## src/rtl/stream_demux_1to2.sv

```systemverilog
// Packet-aware 1-to-2 stream demultiplexer with valid/ready handshakes.
// The destination is taken from in_sel on the head beat and held for the rest of
// the packet. Each output has one register stage, so latency is one cycle.
// Each output also keeps a count of completed packets.

module stream_demux_1to2 #(
    parameter int unsigned W     = 8,
    parameter int unsigned CNT_W = 8
) (
    input  logic             clk,
    input  logic             rst,

    input  logic [W-1:0]     in_data,
    input  logic             in_sel,
    input  logic             in_last,
    input  logic             in_valid,
    output logic             in_ready,

    output logic [W-1:0]     out0_data,
    output logic             out0_last,
    output logic             out0_valid,
    input  logic             out0_ready,

    output logic [W-1:0]     out1_data,
    output logic             out1_last,
    output logic             out1_valid,
    input  logic             out1_ready,

    output logic [CNT_W-1:0] pkt_cnt0,
    output logic [CNT_W-1:0] pkt_cnt1
);

    typedef enum logic {
        StIdle,
        StBusy
    } state_t;

    state_t state_q, state_d;
    logic   sel_q, sel_d;
    logic   route;
    logic   accept;
    logic   load0, load1;

    // Routing, handshake and next-state decode.
    always_comb begin
        state_d = state_q;
        sel_d   = sel_q;

        // in_sel only matters on a head beat; inside a packet the latched choice wins.
        route    = (state_q == StIdle) ? in_sel : sel_q;
        in_ready = route ? (~out1_valid | out1_ready) : (~out0_valid | out0_ready);
        accept   = in_valid & in_ready;
        load0    = accept & ~route;
        load1    = accept & route;

        case (state_q)
            StIdle: begin
                if (accept && !in_last) begin
                    state_d = StBusy;
                    sel_d   = in_sel;
                end
            end
            StBusy: begin
                if (accept && in_last) begin
                    state_d = StIdle;
                end
            end
            default: state_d = StIdle;
        endcase
    end

    // Packet state and latched destination; reset drops any partial packet.
    always_ff @(posedge clk or posedge rst) begin
        if (rst) begin
            state_q <= StIdle;
            sel_q   <= 1'b0;
        end else begin
            state_q <= state_d;
            sel_q   <= sel_d;
        end
    end

    // Output register 0: a load wins over a drain so full rate is sustained.
    always_ff @(posedge clk or posedge rst) begin
        if (rst) begin
            out0_valid <= 1'b0;
            out0_data  <= '0;
            out0_last  <= 1'b0;
        end else if (load0) begin
            out0_valid <= 1'b1;
            out0_data  <= in_data;
            out0_last  <= in_last;
        end else if (out0_ready) begin
            out0_valid <= 1'b0;
        end
    end

    // Output register 1: same behaviour as output 0.
    always_ff @(posedge clk or posedge rst) begin
        if (rst) begin
            out1_valid <= 1'b0;
            out1_data  <= '0;
            out1_last  <= 1'b0;
        end else if (load1) begin
            out1_valid <= 1'b1;
            out1_data  <= in_data;
            out1_last  <= in_last;
        end else if (out1_ready) begin
            out1_valid <= 1'b0;
        end
    end

    // Packet counters bump when a last beat enters its output register; they wrap.
    always_ff @(posedge clk or posedge rst) begin
        if (rst) begin
            pkt_cnt0 <= '0;
            pkt_cnt1 <= '0;
        end else begin
            if (load0 && in_last) begin
                pkt_cnt0 <= pkt_cnt0 + CNT_W'(1);
            end
            if (load1 && in_last) begin
                pkt_cnt1 <= pkt_cnt1 + CNT_W'(1);
            end
        end
    end

endmodule

```

## config.mk

```make
export PLATFORM = sky130hd
export DESIGN_NAME = stream_demux_1to2
export DESIGN_NICKNAME = d
export VERILOG_FILES = /design/src/rtl/stream_demux_1to2.sv
export SDC_FILE = /design/constraint.sdc
export NUM_CORES = 1
export LEC_CHECK = 0
export BUFFER_PORTS_ARGS = -buffer_cell sky130_fd_sc_hd__buf_4
export CORE_MARGIN = 2
export CORE_UTILIZATION = 52
export CTS_BUF_LIST = sky130_fd_sc_hd__clkbuf_8
export CTS_CLUSTER_SIZE = 12
export DETAILED_ROUTE_END_ITERATION = 6
export GPL_ROUTABILITY_DRIVEN = 0
export GPL_TIMING_DRIVEN = 0
export HOLD_SLACK_MARGIN = 0.06
export PLACE_DENSITY = 0.82
export SYNTH_ARGS = -nofsm -noshare
export SYNTH_HDL_FRONTEND = slang
export SYNTH_SLANG_ARGS = --single-unit
```

## constraint.sdc

```tcl
create_clock -name clk -period 5.2 [get_ports clk]
set_clock_uncertainty 0.15 [all_clocks]
set_input_delay 0.26 -clock clk [delete_from_list [all_inputs] [get_ports clk]]
set_output_delay 0.26 -clock clk [all_outputs]
set_load 0.01 [all_outputs]
```

# Word level (Yosys, flattened, before mapping)

Index checks and enable logic that the tools add are counted.

Register bits after elaboration: 38
Input port bits: 15
Output and inout port bits: 37
Logic and storage cells: 38

Add/sub/neg operators: 2
Multiplexer cells: 9
Bitwise operators: 9
Reduce and logical (&&, ||, !) cells: 8

Operators by type and width:

| operator            | count |
|---|---|
| $add 8x1->8 const B | 2 |
| $mux 1              | 8 |
| $logic_and 1x1->1   | 4 |
| $not 1->1           | 4 |
| $reduce_bool 2->1   | 2 |
| $and 1x1->1         | 3 |
| $or 1x1->1          | 2 |
| $pmux 1 s2          | 1 |
| $reduce_and 2->1    | 1 |
| $logic_not 1->1     | 1 |

# Logic depth before layout (Yosys ltp)

Word-level depth: 7
Depth in mapped cells: 5
Mapped depth without buffers: 4

# Least setup slack after synthesis

No wires, ideal clock.

Path kind: reg-to-reg
From: register (tool-made name)
To: register sel_q
Library setup time: 125 ps
Arrival time: 1490 ps
Data required time: 4925 ps
Slack: 3435 ps
Stages on the path, launching flop included: 5
Path buffers: 0
Period minus slack after synthesis: 1765 ps
Cells stage by stage: dfrtp_1 > mux2i_2 > nand3_1 > a211oi_1 > mux2_2

RTL lines:

| element              | line | source |
|---|---|---|
| to (signal assigned) | 79   | `sel_q <= sel_d;` |
| to (decl)            | 39   | `logic sel_q, sel_d;` |

==> metrics.md <==
| Metric | Value |
|---|---|
| Cells after Synth | 114 |
| Status | completed |
| Die Area | 3480 µm² |
| Final Max Tran Viols | 0 |
| Total grt overflow | 0 |
| Max Cap Violations | 0 |
| HP Start | in_data[1] |
| Clock latency on the worst-skew pair | 0.28 ns |
| Worst-margin pin slew | 0.764 ns |
| R2r worst-path depth | 4 |
| Drt initial violations | 24 |
| Worst Setup End Kind | primary output |
| Share of cells above drive strength 1 | 0.494 |
| Crit path launch type | flip-flop |
| Worst R2R Setup Slack | 3.21 ns |
| Crit path max fanout | 5 |
| Reg-to-Reg End | sel_q |
| Async set-reset flop share out of synthesis | 1.00 |
| Hold Violations, Final | 0 |
| First-pass GRT wire length | 4970 µm |
| CP Buf/Inv Count | 1 |
| Final WL | 3090 µm |
| Yosys warns | 0 |
| Layout Nets | 190 |
| CP top delay family | multiplexers |
| CTS tree | yes |
| Worst Hold Class | input port to flip-flop |
| Setup Viol. Count Final | 0 |
| Initial Util | 0.561 |
| Synth Flop Type | dfrtp_1 |
| LEAKAGE | 1.03 nW |
| Total CTS buffers | 5 |
| Cell area after synthesis | 1570 µm² |
| Final WS setup | 3.18 ns |
| Clock transition at path regs | 0.06 ns |
| Combinational family with the most area after synthesis | multiplexers |
| Detailed Routing Iterations Pass 1 | 2 |
| Largest cells by area after synthesis | dfrtp_1 (60%), mux2_2 (14%), xnor2_1 (3.9%) |
| XOR/XNOR Fraction of Synth Area | 0.0780 |
| Max VDD drop | 0.366 mV |
| Crit share post-route | 0.388 |
| Vias | 1107 |
| Max clock buf depth | 2 |
| Post-CTS Resized | 0 |
| Die Y | 59.0 µm |
| DIE WIDTH | 59.0 µm |
| Vias in the first global route | 1112 |
| Compound-Gate Fraction of Synth Area | 0.0183 |
| Antenna violations before repair | 0 |
| Drt drc | 0 |
| H-tree depth | 2 |
| Dpl cells | 196 |
| Wire per inst | 15.2 µm |
| Largest net degree at the start of global routing | 39 |
| Antenna diodes | 0 |
| Library cells used by synthesis | 24 |
| Slew margin rel. | 0.490 |
| Mean post-synth cell area | 13.8 µm² |
| Num ports | 52 |
| WP depth | 3 |
| Root buf cell | clkbuf_8 |
| Row count | 19 |
| Fin cells | 203 |
| Mapped Nets | 131 |
| Post-synth top cells | dfrtp_1 (38), mux2_2 (20), nand2_1 (8), xnor2_1 (7), xor2_1 (7) |
| Critical-path cell list | mux2i_2 -> mux2_2 -> buf_4 |
| Synth Register Bits | 38 |
| Crit path required time | 4.79 ns |
| Adder-cell area share of the yosys netlist | 0.0159 |
| Total negative slack | 0 ns |
| Top cell type's share of synthesized area | 0.605 |
| Number of vias per cell | 5.45 |
| Register area share after synthesis | 0.605 |
| Largest stage delay on the critical path | 0.40 ns |
| RSZ-0062 raised after global routing | false |
| Leading area contributor after synthesis | dfrtp_1 |
| Hold EP | out0_data[1] |
| Clock Sinks | 38 |
| Simple-gate share of the synthesized area | 0.114 |
| Gr usage total | 0.198 |
| IO buf count | 51 |
| Slowest stage cell, crit path | dfrtp_1 |
| Max Clk Rate | 495 MHz |
| Area growth syn-to-layout | 32.7% |
| DP Worst Slack | 3.23 ns |
| Final ANT Viol Nets | 0 |
| Crit path DAT | 1.61 ns |
| Mux cell area share after synthesis | 0.152 |
| Total power | 1.17 mW |
| Critical path class | flip-flop to primary output |
| Hold depth | 2 |
| Pwr dens | 561 nW/µm² |
| Core area | 2810 µm² |
| Most common cell in the netlist | dfrtp_1 |
| Period minus WS final | 2.02 ns |
| Post-synth EDFFs | 0 |
==> state kept, by name, indices dropped and copies added (netlist names), named ones only <==
register,count
out1_valid,1
out0_valid,1
pkt_cnt0,8
sel_q,1
out0_data,8
out0_last,1
pkt_cnt1,8
out1_last,1
out1_data,8
==> worst reg2reg max path, delay by kind of cell (launching register included) <==
family	cells	cell delay, ns
muxes	2	0.77
DFF	1	0.40
and+or+nand+nor	1	0.24
AOI/OAI and AO/OA	1	0.32
==> power breakdown <==
group          switching [mW]  internal (mW)
Combinational           0.198          0.267
Sequential             0.0982          0.417
Clock                  0.0877          0.102
==> area by class of cell <==
type	count	area, µm²
clock buffer	6	82.6
fill	198	718
sequential	38	951
inverter	2	7.51
buffer	3	20.0
multi-input combinational	71	594
tap	31	38.8
timing repair buffer	52	393
==> per-stage QoR <==
step | hold WS [ns] | instance area [µm²] | util
2_1_floorplan | 0.260 | 1570 | -
3_3_place_gp | 0.307 | 1990 | 0.711
3_5_place_dp | 0.312 | 1990 | 0.711
4_1_cts | 0.0641 | 2080 | 0.740
5_1_grt | 0.0610 | 2090 | 0.744
6_report | 0.0671 | 2090 | 0.744
==> cell families (layout without fill, tap and decap cells) <==
family / after synthesis / after routing
flops: 38 / 38
buf+inv: 5 / 63
mux: 21 / 21
simple gates: 30 / 30
xor+xnor: 14 / 14
compound gates: 4 / 4
fa+ha+maj: 2 / 2
==> repair_timing <==
action	in CTS	in global routing
hold endpoints to repair	0	38
hold buffers	0	1
setup buffers	0	0
==> worst max-delay path by stage <==
| stage | to | start |
|---|---|---|
| floorplan | sel_q | flip-flop |
| global placement | sel_q | flip-flop |
| detailed placement | sel_q | flip-flop |
| CTS | in_ready | flip-flop |
| global route | in_ready | flip-flop |
| finish | in_ready | flip-flop |
==> per-layer routing <==
metal	up-vias	GRT usage	wire length, µm
met3	4	0.0917	200
met5	-	0	0
met2	36	0.343	1690
li1	515	-	-
met4	0	0.0682	25
met1	552	0.211	1170
==> cells in the final DEF (no fill, tap or decap), types with 2 or more instances in the layout <==
| cell type | netlist | layout |
|---|---|---|
| nand2_1 | 8 | 8 |
| and3_1 | 2 | 2 |
| nand3_1 | 4 | 4 |
| nand4_1 | 5 | 5 |
| ha_1 | 2 | 2 |
| dfrtp_1 | 38 | 38 |
| nor3_1 | 2 | 2 |
| nand2b_1 | 2 | 2 |
| xor2_1 | 7 | 7 |
| mux2_2 | 20 | 20 |
| clkbuf_8 | 0 | 6 |
| nor2_1 | 3 | 3 |
| buf_4 | 2 | 53 |
| xnor2_1 | 7 | 7 |
No activity file was read; power rests on OpenSTA's default activity.
